[src/rtl/contador_vertical_sync.sv]
// Vertical line counter, vertical phase FSM and sync/visible decode for a VGA timing chain.
// Latency 1 from h_value/ativa_v_counter to every output; no backpressure. Optional FRAME_COUNT_EN adds a frame counter.
module contador_vertical_sync #(
   parameter int H_VISIBLE    = 640,
   parameter int H_SYNC_START = 656,
   parameter int H_SYNC_END   = 752,
   parameter int H_TOTAL      = 800,
   parameter int V_VISIBLE    = 480,
   parameter int V_FRONT      = 10,
   parameter int V_SYNC       = 2,
   parameter int V_BACK       = 33
) (
   input  logic        clk_25mhz,
   input  logic        rst,
   input  logic [15:0] h_value,
   input  logic        ativa_v_counter,
   output logic [15:0] v_value,
   output logic        hsync,
   output logic        vsync,
   output logic        video_on,
   output logic [9:0]  pixel_x,
   output logic [9:0]  pixel_y,
   output logic        frame_start,
   output logic [7:0]  frame_count
);

   localparam int V_TOTAL = V_VISIBLE + V_FRONT + V_SYNC + V_BACK;

   localparam logic [15:0] H_VIS_W      = 16'(H_VISIBLE);
   localparam logic [15:0] H_SS_W       = 16'(H_SYNC_START);
   localparam logic [15:0] H_SE_W       = 16'(H_SYNC_END);
   localparam logic [15:0] H_TOT_W      = 16'(H_TOTAL);
   localparam logic [15:0] V_LAST_ACT   = 16'(V_VISIBLE - 1);
   localparam logic [15:0] V_LAST_FRONT = 16'(V_VISIBLE + V_FRONT - 1);
   localparam logic [15:0] V_LAST_SYNC  = 16'(V_VISIBLE + V_FRONT + V_SYNC - 1);
   localparam logic [15:0] V_LAST       = 16'(V_TOTAL - 1);

   typedef enum logic [1:0] {
      ST_ACTIVE = 2'd0,
      ST_FRONT  = 2'd1,
      ST_SYNC   = 2'd2,
      ST_BACK   = 2'd3
   } vstate_t;

   vstate_t     state;
   vstate_t     state_nxt;
   logic [15:0] line_nxt;
   logic        line_wrap;
   logic        h_in_range;
   logic        h_visible;
   logic        h_sync_zone;
   logic        vis_nxt;

   // The advance pulse is authoritative: the line moves whatever h_value says.
   always_comb begin
      line_nxt  = v_value;
      line_wrap = 1'b0;
      if (ativa_v_counter) begin
         if (v_value >= V_LAST) begin
            line_nxt  = 16'd0;
            line_wrap = 1'b1;
         end else begin
            line_nxt  = v_value + 16'd1;
         end
      end
   end

   always_ff @(posedge clk_25mhz) begin
      if (rst) begin
         state <= ST_ACTIVE;
      end else begin
         state <= state_nxt;
      end
   end

   always_comb begin
      state_nxt = state;
      if (ativa_v_counter) begin
         case (state)
            ST_ACTIVE: if (v_value == V_LAST_ACT)   state_nxt = ST_FRONT;
            ST_FRONT:  if (v_value == V_LAST_FRONT) state_nxt = ST_SYNC;
            ST_SYNC:   if (v_value == V_LAST_SYNC)  state_nxt = ST_BACK;
            ST_BACK:   if (line_wrap)               state_nxt = ST_ACTIVE;
            default:                                state_nxt = ST_ACTIVE;
         endcase
      end
   end

   // Out-of-range h_value is blanked with hsync released.
   always_comb begin
      h_in_range  = (h_value < H_TOT_W);
      h_visible   = h_in_range && (h_value < H_VIS_W);
      h_sync_zone = h_in_range && (h_value >= H_SS_W) && (h_value < H_SE_W);
      vis_nxt     = h_visible && (state_nxt == ST_ACTIVE);
   end

   // Outputs pair the sampled h_value with the line it belongs to, i.e. after this cycle's advance.
   always_ff @(posedge clk_25mhz) begin
      if (rst) begin
         v_value     <= 16'd0;
         hsync       <= 1'b1;
         vsync       <= 1'b1;
         video_on    <= 1'b0;
         pixel_x     <= 10'd0;
         pixel_y     <= 10'd0;
         frame_start <= 1'b0;
      end else begin
         v_value     <= line_nxt;
         hsync       <= ~h_sync_zone;
         vsync       <= (state_nxt != ST_SYNC);
         video_on    <= vis_nxt;
         pixel_x     <= vis_nxt ? h_value[9:0] : 10'd0;
         pixel_y     <= vis_nxt ? line_nxt[9:0] : 10'd0;
         frame_start <= (h_value == 16'd0) && (line_nxt == 16'd0);
      end
   end

`ifdef FRAME_COUNT_EN
   logic [7:0] frame_cnt_q;

   always_ff @(posedge clk_25mhz) begin
      if (rst) begin
         frame_cnt_q <= 8'd0;
      end else if (line_wrap) begin
         frame_cnt_q <= frame_cnt_q + 8'd1;
      end
   end

   assign frame_count = frame_cnt_q;
`else
   assign frame_count = 8'd0;
`endif

endmodule

[config.mk]
export PLATFORM = sky130hd
export DESIGN_NAME = contador_vertical_sync
export DESIGN_NICKNAME = d
export VERILOG_FILES = /design/src/rtl/contador_vertical_sync.sv
export SDC_FILE = /design/constraint.sdc
export NUM_CORES = 1
export LEC_CHECK = 0
export CAP_MARGIN = 20
export CORE_MARGIN = 5
export CORE_UTILIZATION = 45
export DETAILED_ROUTE_END_ITERATION = 6
export DONT_BUFFER_PORTS = 1
export SKIP_CTS_REPAIR_TIMING = 1
export SKIP_LAST_GASP = 1
export SLEW_MARGIN = 20
export SYNTH_ARGS = -nofsm -noshare
export SYNTH_HDL_FRONTEND = slang
export SYNTH_SLANG_ARGS = --single-unit
[constraint.sdc]
create_clock -name clk_25mhz -period 3.2 [get_ports clk_25mhz]
set_clock_uncertainty 0.2 [all_clocks]
set_input_delay 0.32 -clock clk_25mhz [delete_from_list [all_inputs] [get_ports clk_25mhz]]
set_output_delay 0.32 -clock clk_25mhz [all_outputs]
set_load 0.01 [all_outputs]
==> impl_metrics.prom, run 1 <==
# TYPE chip_impl_metric gauge
chip_impl_metric{name="grt.total_usage",unit="%"} 16.4
chip_impl_metric{name="floorplan.die.width",unit="um"} 74.2
chip_impl_metric{name="initial_utilization",unit="%"} 46.3
chip_impl_metric{name="syn_area_per_cell",unit="um^2"} 8.91
chip_impl_info{name="synthTopCellsByArea",value="sky130_fd_sc_hd__dfxtp_1, sky130_fd_sc_hd__nor2_1, sky130_fd_sc_hd__buf_4, sky130_fd_sc_hd__and2_1, sky130_fd_sc_hd__nand2_1"} 1
chip_impl_metric{name="clkSlewWorstSetupHoldPaths",unit="ns"} 0.08
chip_impl_metric{name="grt_antenna_before_repair",unit=""} 0
chip_impl_metric{name="max_root_sink_buffers",unit=""} 2
chip_impl_info{name="mostFrequentLayoutCells",value="sky130_fd_sc_hd__dfxtp_1, sky130_fd_sc_hd__nor2_1, sky130_fd_sc_hd__nand2_1"} 1
chip_impl_metric{name="final_standard_cell_area_without_fillers",unit="um^2"} 2070
chip_impl_metric{name="finalWorstPathRequiredPeriod",unit="ns"} 2.43
chip_impl_metric{name="p_comb_share",unit="%"} 4.6
chip_impl_metric{name="diodes",unit=""} 0
chip_impl_metric{name="detailedPlace.worstSlack",unit="ns"} 0.795
chip_impl_metric{name="remaining_drc_errors",unit=""} 0
chip_impl_info{name="min_from",value="h_value[9]"} 1
chip_impl_metric{name="dp.final_hpwl",unit="mm"} 3.44
chip_impl_info{name="timing.critical_path.from_type",value="register"} 1
chip_impl_metric{name="cp_data_arrival_time",unit="ns"} 2.44
chip_impl_metric{name="synth_edf_count",unit=""} 0
chip_impl_metric{name="post_detailed_route_wirelength_per_cell",unit="um"} 17.4
chip_impl_metric{name="synth.ff_latch_count",unit=""} 42
chip_impl_metric{name="netlist_instances",unit=""} 208
chip_impl_metric{name="max_cap_violations",unit=""} 0
chip_impl_metric{name="cts_inserted_buffers",unit=""} 5
chip_impl_metric{name="vias",unit=""} 1513
chip_impl_metric{name="p_switching",unit="uW"} 207
chip_impl_metric{name="finalMaxSlewViolations",unit=""} 0
chip_impl_metric{name="cell_count_after_placement",unit=""} 249
chip_impl_metric{name="relative_contribution_of_the_clock_network_to_total_power",unit="%"} 41.7
chip_impl_metric{name="max_slew_margin",unit="%"} 56.3
chip_impl_info{name="cts_tree",value="yes"} 1
chip_impl_metric{name="post_synth_num_cell_types",unit=""} 49
chip_impl_metric{name="max_stage_delay",unit="ns"} 0.62
chip_impl_info{name="crit_path_start",value="v_value[2]"} 1
chip_impl_metric{name="i_o_pin_count",unit=""} 67
chip_impl_metric{name="clock.fmax",unit="MHz"} 412
chip_impl_metric{name="grt_first_pass_wirelength",unit="mm"} 6.90
chip_impl_metric{name="share_of_flip_flops_with_an_asynchronous_set_or_reset_after_synthesis",unit="%"} 0
chip_impl_metric{name="initialDrtViolationCount",unit=""} 91
chip_impl_metric{name="yosysWarningCount",unit=""} 0
chip_impl_metric{name="grt_pass1_vias",unit=""} 1381
chip_impl_metric{name="portbufs",unit=""} 0
chip_impl_info{name="unrepaired_setup_endpoints_after_global_routing",value="no"} 1
chip_impl_metric{name="path_max_fanout",unit=""} 13
chip_impl_metric{name="num-fill-cells",unit=""} 369
chip_impl_metric{name="post-synth-top-area-fraction",unit="%"} 45.4
chip_impl_info{name="cp_slowest_cell",value="sky130_fd_sc_hd__a211oi_2"} 1
chip_impl_info{name="mostFrequentLayoutCell",value="sky130_fd_sc_hd__dfxtp_1"} 1
chip_impl_metric{name="wl",unit="mm"} 4.67
chip_impl_metric{name="clock_tree.htree_level_count",unit=""} 2
chip_impl_metric{name="synth_sequential_area_ratio",unit="%"} 45.4
chip_impl_metric{name="leakage",unit="nW"} 0.706
chip_impl_metric{name="final_critical_path_setup_slack",unit="ns"} 0.772
chip_impl_info{name="synth_largest_area_cell",value="sky130_fd_sc_hd__dfxtp_1"} 1
chip_impl_info{name="end_kind",value="register"} 1
chip_impl_metric{name="ant_nets",unit=""} 0
chip_impl_metric{name="power.sequential.fraction",unit="%"} 53.7
chip_impl_info{name="synth_ff_type",value="sky130_fd_sc_hd__dfxtp_1"} 1
chip_impl_info{name="r2r_start",value="v_value[2]"} 1
chip_impl_metric{name="max_slew.worst_pin.slew",unit="ns"} 0.655
chip_impl_info{name="worstHoldPathType",value="input pin to register"} 1
chip_impl_info{name="timing.critical_path.cells",value="nand2_1 > a311oi_2 > o211ai_1 > a211oi_2 > nor3b_1"} 1
chip_impl_info{name="status",value="complete, no violations"} 1
chip_impl_metric{name="drt-vias-per-instance",unit=""} 5.62
chip_impl_metric{name="post-route-util",unit="%"} 51.9
chip_impl_info{name="critPathKind",value="register to register"} 1
chip_impl_metric{name="finalNetCount",unit=""} 240
chip_impl_metric{name="timing.final.hold_violations",unit=""} 0
chip_impl_metric{name="p_sw_share",unit="%"} 21.0
chip_impl_metric{name="synth.cell_area",unit="um^2"} 1850
chip_impl_metric{name="clk-insertion-delay-late",unit="ns"} 0.29
chip_impl_metric{name="cts.sinks",unit=""} 42
chip_impl_info{name="root_buffer",value="sky130_fd_sc_hd__clkbuf_8"} 1
chip_impl_metric{name="setup_total_negative_slack",unit="ns"} 0
chip_impl_metric{name="cellInternalPower",unit="uW"} 778
chip_impl_metric{name="design.die.area",unit="um^2"} 5500
chip_impl_metric{name="layout-drive-gt1-share",unit="%"} 6.85
chip_impl_metric{name="total_power_density_per_cell_area",unit="nW/um^2"} 474
chip_impl_metric{name="overflow",unit=""} 0
chip_impl_metric{name="die-height",unit="um"} 74.2
chip_impl_metric{name="dr.pass1.iters",unit=""} 4
chip_impl_metric{name="vdd_ir_drop_max",unit="uV"} 246
chip_impl_metric{name="finalCritPeriodShare",unit="%"} 75.9
chip_impl_metric{name="grt_start_max_net_pins",unit=""} 16
chip_impl_metric{name="dpl-instance-area",unit="um^2"} 1840
chip_impl_metric{name="rows",unit=""} 23
chip_impl_metric{name="setup_viol",unit=""} 0
chip_impl_metric{name="instances_no_fill",unit=""} 269
chip_impl_metric{name="synthToLayoutAreaGrowth",unit="%"} 12.0
chip_impl_metric{name="core",unit="um^2"} 4000
chip_impl_metric{name="routabilityCongestion",unit=""} 0.911
chip_impl_metric{name="worst-endpoint-required",unit="ns"} 3.21
[cells in the mapped netlist, types with 4 or more instances]
| cell | number |
|---|---|
| sky130_fd_sc_hd__a21oi_1 | 6 |
| sky130_fd_sc_hd__a31oi_1 | 4 |
| sky130_fd_sc_hd__and2_1 | 9 |
| sky130_fd_sc_hd__buf_2 | 6 |
| sky130_fd_sc_hd__buf_4 | 9 |
| sky130_fd_sc_hd__dfxtp_1 | 42 |
| sky130_fd_sc_hd__inv_1 | 5 |
| sky130_fd_sc_hd__nand2_1 | 14 |
| sky130_fd_sc_hd__nor2_1 | 30 |
| sky130_fd_sc_hd__nor2b_1 | 5 |
| sky130_fd_sc_hd__nor3_1 | 10 |
| sky130_fd_sc_hd__nor4_1 | 6 |
| sky130_fd_sc_hd__o21ai_0 | 4 |
| sky130_fd_sc_hd__xnor2_1 | 4 |
| sky130_fd_sc_hd__xor2_1 | 4 |
[cell families after synthesis]
family | synth area share [%]
muxes | 0.608
and+or+nand+nor | 28.6
buffers and inverters | 6.89
DFF | 45.4
AOI/OAI and AO/OA | 12.6
xor gates and xnor gates | 3.78
adders and majority gates | 2.03
other | 0.202
[metrics by stage]
step	power, mW	hold slack, ns
2_1_floorplan	0.574	0.192
3_3_place_gp	0.573	0.193
3_5_place_dp	0.573	0.195
4_1_cts	0.985	-0.121
5_1_grt	1.02	0.00281
6_report	0.984	0.0107
[worst paths after layout]
kind / slack [ns] / endpoint / cells past startpoint
min: 0.01 / pixel_x[8] / 2
min reg2reg: 0.35 / v_value[11] / 2
max reg2reg: 0.77 / pixel_y[4] / 5
max: 0.77 / pixel_y[4] / 5
[power groups by stage]
stage,combinational [mW],sequential [mW],clock (mW)
4_1_cts,0.0324,0.528,0.424
3_3_place_gp,0.0325,0.541,0
3_5_place_dp,0.0321,0.541,0
5_1_grt,0.0500,0.529,0.444
2_1_floorplan,0.0326,0.541,0
6_report,0.0455,0.528,0.411
[worst max-delay path: cells and delay by family (launching register included)]
family | cells | cell delay [ns]
AOI/OAI and AO/OA | 3 | 1.15
DFF | 1 | 0.57
and+or+nand+nor | 2 | 0.42
[layer usage]
metal,up-vias,wire (um),GRT usage [%]
li1,735,-,-
met3,4,510,7.57
met2,77,2190,26.7
met1,697,1930,19.2
met4,0,37,5.23
met5,-,0,0
[cell type report]
class	count	area [um^2]	share of cell area, %
clock inverter	2	37.5	1.81
inverter	6	22.5	1.09
multi-input combinational	150	911	43.9
timing repair buffer	13	128	6.15
tap	50	62.6	3.02
sequential	42	841	40.5
clock buffer	6	72.6	3.50
[registers in the layout, summed over array words and instances, names as in the netlist]
name / cells
frame_start: 1
hsync: 1
pixel_x: 10
pixel_y: 10
state: 2
v_value: 16
video_on: 1
vsync: 1
(Power assumes the default switching activity.)
==> run 2, diff against run 1 <==
--- a/config.mk
+++ b/config.mk
@@ -5,6 +5,7 @@
 export SDC_FILE = /design/constraint.sdc
 export NUM_CORES = 1
 export LEC_CHECK = 0
+export ABC_AREA = 1
 export CAP_MARGIN = 20
 export CORE_MARGIN = 5
 export CORE_UTILIZATION = 45
==> constraint.sdc (replaced) <==
create_clock -name clk_25mhz -period 2.33 [get_ports clk_25mhz]
set_clock_uncertainty 0.2 [all_clocks]
set_input_delay 0.233 -clock clk_25mhz [delete_from_list [all_inputs] [get_ports clk_25mhz]]
set_output_delay 0.233 -clock clk_25mhz [all_outputs]
set_load 0.01 [all_outputs]
==> run 2 against run 1 <==
Against the previous run:
- the flow now finishes with violations (negative hold slack)
- highest routed layer unchanged
- combinational power is 64% higher
- cell area increased by 5.9%
- sequential share of layout area is 2.2 points lower
- critical path depth increased by 2
- critical endpoint is now v_value[3]
- first-iteration DRC count grew 2.2%
==> impl_metrics.prom, run 2 <==
# TYPE chip_impl_metric gauge
chip_impl_metric{name="synth_simple_gate_area_share",unit="%"} 38.0
chip_impl_metric{name="clock.fmax",unit="MHz"} 469
chip_impl_metric{name="finalWorstPathRequiredPeriod",unit="ns"} 2.13
chip_impl_metric{name="dp.final_hpwl",unit="mm"} 3.06
chip_impl_metric{name="clkSlewWorstSetupHoldPaths",unit="ns"} 0.08
chip_impl_metric{name="max_slew.worst_pin.slew",unit="ns"} 0.736
chip_impl_info{name="unrepaired_setup_endpoints_after_global_routing",value="no"} 1
chip_impl_metric{name="grt_antenna_before_repair",unit=""} 0
chip_impl_metric{name="max_slew_margin",unit="%"} 50.8
chip_impl_metric{name="max_root_sink_buffers",unit=""} 2
chip_impl_metric{name="grt_pass1_vias",unit=""} 1402
chip_impl_metric{name="post_detailed_route_wirelength_per_cell",unit="um"} 12.3
chip_impl_metric{name="final_standard_cell_area_without_fillers",unit="um^2"} 2200
chip_impl_info{name="mostFrequentLayoutCell",value="sky130_fd_sc_hd__nand2_1"} 1
chip_impl_metric{name="cp_data_arrival_time",unit="ns"} 2.17
chip_impl_metric{name="netlist_instances",unit=""} 270
chip_impl_metric{name="grt_start_max_net_pins",unit=""} 22
chip_impl_metric{name="dr.pass1.iters",unit=""} 4
chip_impl_metric{name="wl",unit="mm"} 4.14
chip_impl_metric{name="finalNetCount",unit=""} 307
chip_impl_metric{name="rows",unit=""} 23
chip_impl_metric{name="synth_sequential_area_ratio",unit="%"} 43.3
chip_impl_info{name="count_leader_synth",value="sky130_fd_sc_hd__nand2_1"} 1
chip_impl_metric{name="synth-compound-area-share",unit="%"} 3.22
chip_impl_metric{name="floorplan.die.width",unit="um"} 75.7
chip_impl_info{name="synthTopCellsByArea",value="sky130_fd_sc_hd__dfxtp_1, sky130_fd_sc_hd__nand2_1, sky130_fd_sc_hd__nor2_1, sky130_fd_sc_hd__nor2_2, sky130_fd_sc_hd__inv_1"} 1
chip_impl_metric{name="timing.final.hold_violations",unit=""} 1
chip_impl_metric{name="synth.mux.area_fraction",unit="%"} 0
chip_impl_metric{name="vdd_ir_drop_max",unit="uV"} 284
chip_impl_metric{name="drt-vias-per-instance",unit=""} 4.73
chip_impl_metric{name="yosysWarningCount",unit=""} 0
chip_impl_metric{name="total_power_density_per_cell_area",unit="nW/um^2"} 612
chip_impl_metric{name="synth-adder-area-share",unit="%"} 1.93
chip_impl_metric{name="post-synth-top-area-fraction",unit="%"} 43.3
chip_impl_metric{name="cts_inserted_buffers",unit=""} 5
chip_impl_metric{name="layout-drive-gt1-share",unit="%"} 15.7
chip_impl_metric{name="path_max_fanout",unit=""} 6
chip_impl_metric{name="max_cap_violations",unit=""} 0
chip_impl_metric{name="post-route-util",unit="%"} 53.7
chip_impl_metric{name="design.die.area",unit="um^2"} 5730
chip_impl_metric{name="worst_hold_slack",unit="ns"} -0.0294
chip_impl_metric{name="finalMaxSlewViolations",unit=""} 0
chip_impl_metric{name="grt_first_pass_wirelength",unit="mm"} 6.73
chip_impl_metric{name="setup_viol",unit=""} 0
chip_impl_info{name="failed_checks",value="negative hold slack"} 1
chip_impl_info{name="worstHoldPathType",value="input pin to register"} 1
chip_impl_metric{name="worst-endpoint-required",unit="ns"} 2.37
chip_impl_metric{name="post_synth_num_cell_types",unit=""} 26
chip_impl_metric{name="portbufs",unit=""} 0
chip_impl_metric{name="grt.total_usage",unit="%"} 15.6
chip_impl_metric{name="overflow",unit=""} 0
chip_impl_info{name="synth_largest_area_cell",value="sky130_fd_sc_hd__dfxtp_1"} 1
chip_impl_metric{name="clk-insertion-delay-late",unit="ns"} 0.29
chip_impl_info{name="timing.critical_path.from_type",value="register"} 1
chip_impl_metric{name="routabilityCongestion",unit=""} 0.890
chip_impl_info{name="mostFrequentLayoutCells",value="sky130_fd_sc_hd__nand2_1, sky130_fd_sc_hd__nor2_1, sky130_fd_sc_hd__dfxtp_1"} 1
chip_impl_info{name="root_buffer",value="sky130_fd_sc_hd__clkbuf_8"} 1
chip_impl_metric{name="synth_edf_count",unit=""} 0
chip_impl_metric{name="share_of_flip_flops_with_an_asynchronous_set_or_reset_after_synthesis",unit="%"} 0
chip_impl_info{name="most_frequent_cells_after_synthesis",value="sky130_fd_sc_hd__nand2_1, sky130_fd_sc_hd__nor2_1, sky130_fd_sc_hd__dfxtp_1"} 1
chip_impl_metric{name="clock_tree.htree_level_count",unit=""} 2
chip_impl_info{name="end_kind",value="register"} 1
chip_impl_metric{name="leakage",unit="nW"} 1.00
chip_impl_metric{name="remaining_drc_errors",unit=""} 0
chip_impl_metric{name="ant_nets",unit=""} 0
chip_impl_metric{name="cts.sinks",unit=""} 42
chip_impl_metric{name="syn_area_per_cell",unit="um^2"} 7.19
chip_impl_metric{name="synth-xor-area-share",unit="%"} 0.903
chip_impl_info{name="status",value="complete, but fails checks"} 1
chip_impl_info{name="cts_tree",value="yes"} 1
chip_impl_metric{name="finalCritPeriodShare",unit="%"} 91.4
chip_impl_metric{name="die-height",unit="um"} 75.7
chip_impl_metric{name="i_o_pin_count",unit=""} 67
chip_impl_metric{name="synth.ff_latch_count",unit=""} 42
chip_impl_metric{name="vias",unit=""} 1589
chip_impl_metric{name="initial_utilization",unit="%"} 47.5
chip_impl_metric{name="max_ffs_per_register",unit=""} 16
chip_impl_info{name="synth_ff_type",value="sky130_fd_sc_hd__dfxtp_1"} 1
chip_impl_metric{name="diodes",unit=""} 0
chip_impl_info{name="dominant_combinational_cell_family_by_area_after_synthesis",value="simple AND/OR/NAND/NOR gates"} 1
chip_impl_info{name="largest_registers",value="v_value (16), pixel_x (10), pixel_y (10)"} 1
chip_impl_metric{name="final_critical_path_setup_slack",unit="ns"} 0.200
chip_impl_metric{name="core",unit="um^2"} 4090
chip_impl_metric{name="synth.cell_area",unit="um^2"} 1940
chip_impl_metric{name="setup_total_negative_slack",unit="ns"} 0
chip_impl_metric{name="synthToLayoutAreaGrowth",unit="%"} 13.2
chip_impl_metric{name="dpl-instance-area",unit="um^2"} 1960
chip_impl_metric{name="initialDrtViolationCount",unit=""} 93
chip_impl_info{name="critPathKind",value="register to register"} 1
chip_impl_metric{name="detailedPlace.worstSlack",unit="ns"} 0.374
chip_impl_info{name="largest_register",value="v_value"} 1
==> run 2: path summary, 6_finish.rpt <==
| kind | start | to | slack [ns] | cells after the start |
|---|---|---|---|---|
| worst min register to register | v_value[12] | v_value[12] | 0.32 | 2 |
| worst min-delay path | h_value[8] | hsync | -0.03 | 3 |
| worst max register to register | v_value[0] | v_value[3] | 0.20 | 7 |
| worst max-delay path | v_value[0] | v_value[3] | 0.20 | 7 |
==> run 2: layout make-up <==
| class | count | area [um^2] |
|---|---|---|
| Fill cell | 407 | 1890 |
| Multi-Input combinational cell | 184 | 886 |
| Sequential cell | 42 | 841 |
| Timing Repair Buffer | 15 | 158 |
| Inverter | 37 | 139 |
| Clock buffer | 8 | 110 |
| Tap cell | 50 | 62.6 |
==> run 2: cell families (layout without fill, tap and decap cells) <==
kind of cell	Yosys count	after routing
adder cells (fa/ha/maj)	3	3
AND/OR/NAND/NOR	160	160
AO/OA/AOI/OAI	11	11
flip-flops	42	42
other	1	8
buffers and inverters	51	60
XOR/XNOR	2	2
==> run 2: routing by layer <==
metal / vias up / wire length [um] / GRT usage (%)
met4: 0 / 64 / 5.83
met3: 7 / 373 / 6.46
met5: - / 0 / 0
met2: 45 / 1870 / 23.1
li1: 838 / - / -
met1: 699 / 1830 / 20.2
==> run 2: power breakdown <==
| group | leakage, nW | switching [mW] | internal, mW | total [mW] |
|---|---|---|---|---|
| logic | 0.605 | 0.0462 | 0.0283 | 0.0744 |
| clock network | 0.0575 | 0.239 | 0.299 | 0.538 |
| registers | 0.339 | 0.00838 | 0.722 | 0.731 |
==> run 2: worst max-delay path, cell delays in order (launching register included) <==
cell                            delay [ns]
sky130_fd_sc_hd__dfxtp_1              0.49
sky130_fd_sc_hd__nand2_1              0.11
sky130_fd_sc_hd__nor2_2               0.27
sky130_fd_sc_hd__xnor2_1              0.11
sky130_fd_sc_hd__a21oi_1              0.18
sky130_fd_sc_hd__inv_1                0.09
sky130_fd_sc_hd__nor2_1               0.08
sky130_fd_sc_hd__dlygate4sd3_1        0.55
==> run 2: per-stage QoR <==
stage               instances  power [mW]  hold WS, ns
floorplan                 277       0.808        0.160
global placement          315       0.799        0.109
detailed placement        315       0.799        0.110
CTS                       323        1.34       -0.208
global route              336        1.41       0.0113
finish                    336        1.34      -0.0294
==> run 3, diff against run 2 <==
==> constraint.sdc (replaced) <==
create_clock -name clk_25mhz -period 2.33 [get_ports clk_25mhz]
set_clock_uncertainty 0.2 [all_clocks]
set_input_delay 0.233 -clock clk_25mhz [delete_from_list [all_inputs] [get_ports clk_25mhz]]
set_output_delay 0.233 -clock clk_25mhz [all_outputs]
set_load 0.05 [all_outputs]
==> run 3 against run 2 <==
Against the previous run:
- the flow still finishes with violations (negative hold slack)
- combinational power is 51% higher
- largest cell class unchanged
- final cell count is 3.9% higher
- first-iteration DRC count is 1.1% lower
- setup slack better by 0.20 ns
- maximum frequency is 11% higher
- worst hold slack worse by 0.0022 ns
- non-clock buffer count is 14 higher
- largest power group unchanged
- count of clock-buffer cells in the layout is 2 lower
- cell area is 4.8% higher
- sequential cell count stayed put
==> impl_metrics.prom, run 3 (synthesized netlist as in run 2, its figures left out) <==
# TYPE chip_impl_metric gauge
chip_impl_metric{name="grt_first_pass_wirelength",unit="mm"} 6.69
chip_impl_metric{name="leakage",unit="nW"} 1.08
chip_impl_metric{name="finalMaxSlewViolations",unit=""} 0
chip_impl_metric{name="max_root_sink_buffers",unit=""} 2
chip_impl_metric{name="timing.final.hold_violations",unit=""} 3
chip_impl_metric{name="floorplan.die.width",unit="um"} 75.7
chip_impl_metric{name="routabilityCongestion",unit=""} 0.832
chip_impl_metric{name="grt_antenna_before_repair",unit=""} 0
chip_impl_metric{name="rows",unit=""} 23
chip_impl_info{name="critPathKind",value="input pin to register"} 1
chip_impl_metric{name="ant_nets",unit=""} 0
chip_impl_metric{name="detailedPlace.worstSlack",unit="ns"} 0.437
chip_impl_info{name="cts_tree",value="yes"} 1
chip_impl_metric{name="clkSlewWorstSetupHoldPaths",unit="ns"} 0.07
chip_impl_metric{name="post_detailed_route_wirelength_per_cell",unit="um"} 11.9
chip_impl_metric{name="clock_tree.htree_level_count",unit=""} 2
chip_impl_metric{name="num-fill-cells",unit=""} 397
chip_impl_metric{name="vdd_ir_drop_max",unit="uV"} 477
chip_impl_metric{name="clk-insertion-delay-late",unit="ns"} 0.29
chip_impl_metric{name="grt.total_usage",unit="%"} 15.6
chip_impl_metric{name="max_ffs_per_register",unit=""} 16
chip_impl_metric{name="dr.pass1.iters",unit=""} 5
chip_impl_metric{name="total_power_density_per_cell_area",unit="nW/um^2"} 616
chip_impl_metric{name="remaining_drc_errors",unit=""} 0
chip_impl_metric{name="final_critical_path_setup_slack",unit="ns"} 0.404
chip_impl_metric{name="path_max_fanout",unit=""} 21
chip_impl_metric{name="diodes",unit=""} 0
chip_impl_metric{name="dp.final_hpwl",unit="mm"} 3.16
chip_impl_metric{name="grt_start_max_net_pins",unit=""} 22
chip_impl_metric{name="layout-drive-gt1-share",unit="%"} 19.7
chip_impl_metric{name="die-height",unit="um"} 75.7
chip_impl_info{name="largest_register",value="v_value"} 1
chip_impl_metric{name="max_slew.worst_pin.slew",unit="ns"} 0.751
chip_impl_metric{name="initial_utilization",unit="%"} 47.5
chip_impl_info{name="worstHoldPathType",value="input pin to register"} 1
chip_impl_metric{name="finalCritPeriodShare",unit="%"} 82.7
chip_impl_metric{name="worst_hold_slack",unit="ns"} -0.0316
chip_impl_info{name="timing.critical_path.from_type",value="input pin"} 1
chip_impl_metric{name="vias",unit=""} 1624
chip_impl_info{name="unrepaired_setup_endpoints_after_global_routing",value="no"} 1
chip_impl_metric{name="setup_viol",unit=""} 0
chip_impl_metric{name="i_o_pin_count",unit=""} 67
chip_impl_metric{name="cp_data_arrival_time",unit="ns"} 1.91
chip_impl_metric{name="max_cap_violations",unit=""} 0
chip_impl_info{name="mostFrequentLayoutCell",value="sky130_fd_sc_hd__nand2_1"} 1
chip_impl_metric{name="finalNetCount",unit=""} 321
chip_impl_metric{name="grt_pass1_vias",unit=""} 1479
chip_impl_metric{name="setup_total_negative_slack",unit="ns"} 0
chip_impl_metric{name="portbufs",unit=""} 0
chip_impl_metric{name="worst-endpoint-required",unit="ns"} 2.31
chip_impl_metric{name="wl",unit="mm"} 4.15
chip_impl_metric{name="clock.fmax",unit="MHz"} 519
chip_impl_metric{name="overflow",unit=""} 0
chip_impl_metric{name="core",unit="um^2"} 4090
chip_impl_metric{name="finalWorstPathRequiredPeriod",unit="ns"} 1.93
chip_impl_info{name="root_buffer",value="sky130_fd_sc_hd__clkbuf_8"} 1
chip_impl_metric{name="design.die.area",unit="um^2"} 5730
chip_impl_metric{name="drt-vias-per-instance",unit=""} 4.65
chip_impl_info{name="failed_checks",value="negative hold slack"} 1
chip_impl_info{name="status",value="complete, but fails checks"} 1
chip_impl_metric{name="cts.sinks",unit=""} 42
chip_impl_metric{name="synthToLayoutAreaGrowth",unit="%"} 18.6
chip_impl_info{name="end_kind",value="register"} 1
chip_impl_info{name="mostFrequentLayoutCells",value="sky130_fd_sc_hd__nand2_1, sky130_fd_sc_hd__nor2_1, sky130_fd_sc_hd__dfxtp_1"} 1
chip_impl_metric{name="max_slew_margin",unit="%"} 49.8
chip_impl_info{name="largest_registers",value="v_value (16), pixel_x (10), pixel_y (10)"} 1
chip_impl_metric{name="cts_inserted_buffers",unit=""} 5
chip_impl_metric{name="initialDrtViolationCount",unit=""} 92
[run 3: changes by cell type in the layout (fill, tap and decap cells not counted)]
| cell | change |
|---|---|
| sky130_fd_sc_hd__buf_4 | +15 |
| sky130_fd_sc_hd__bufinv_16 | +1 |
| sky130_fd_sc_hd__dlygate4sd3_1 | -1 |
| sky130_fd_sc_hd__clkbuf_8 | -2 |
[run 3: report_power, final]
| group | internal [mW] | switching [mW] | total [mW] |
|---|---|---|---|
| combinational | 0.0316 | 0.0800 | 0.112 |
| sequential | 0.722 | 0.00764 | 0.730 |
| clock | 0.343 | 0.233 | 0.576 |
| total | 1.10 | 0.321 | 1.42 |
[run 3: per-layer routing]
layer / global-route usage, % / share of wire, % / wire (um)
met1: 20.0 / 43 / 1790
met2: 24.1 / 46 / 1920
met3: 5.28 / 9.5 / 394
met4: 6.41 / 1.1 / 46
met5: 0 / 0 / 0
[run 3: final timing paths]
kind,cells past startpoint,to,startpoint,slack (ns)
max reg2reg,9,frame_start,v_value[1],0.42
min,3,hsync,h_value[8],-0.03
min reg2reg,3,v_value[12],v_value[12],0.45
max,7,pixel_y[0],rst,0.40
[run 3: critical path, cell delays in order]
cell and delay [ns]:
sky130_fd_sc_hd__dlygate4sd3_1 1.02, sky130_fd_sc_hd__nor2_1 0.15, sky130_fd_sc_hd__nand2_1 0.13, sky130_fd_sc_hd__a21oi_2 0.04
sky130_fd_sc_hd__nand2_2 0.08, sky130_fd_sc_hd__buf_12 0.19, sky130_fd_sc_hd__nor2_1 0.06
[run 3: metrics by stage]
stage | power, mW | area (um^2) | instances | util [%]
after floorplan | 0.841 | 1970 | 277 | -
after CTS | 1.41 | 2180 | 337 | 53.4
final | 1.42 | 2300 | 349 | 56.3
after global placement | 0.836 | 2070 | 330 | 50.6
after detailed placement | 0.836 | 2070 | 330 | 50.6
after global routing | 1.48 | 2300 | 349 | 56.3
[run 3: final cells by class]
cell class | count | area, um^2 | share of cell area (%)
Clock buffer | 6 | 82.6 | 3.59
Clock inverter | 1 | 30.0 | 1.31
Inverter | 37 | 139 | 6.04
Multi-Input combinational cell | 184 | 886 | 38.5
Sequential cell | 42 | 841 | 36.5
Tap cell | 50 | 62.6 | 2.72
Timing Repair Buffer | 29 | 260 | 11.3
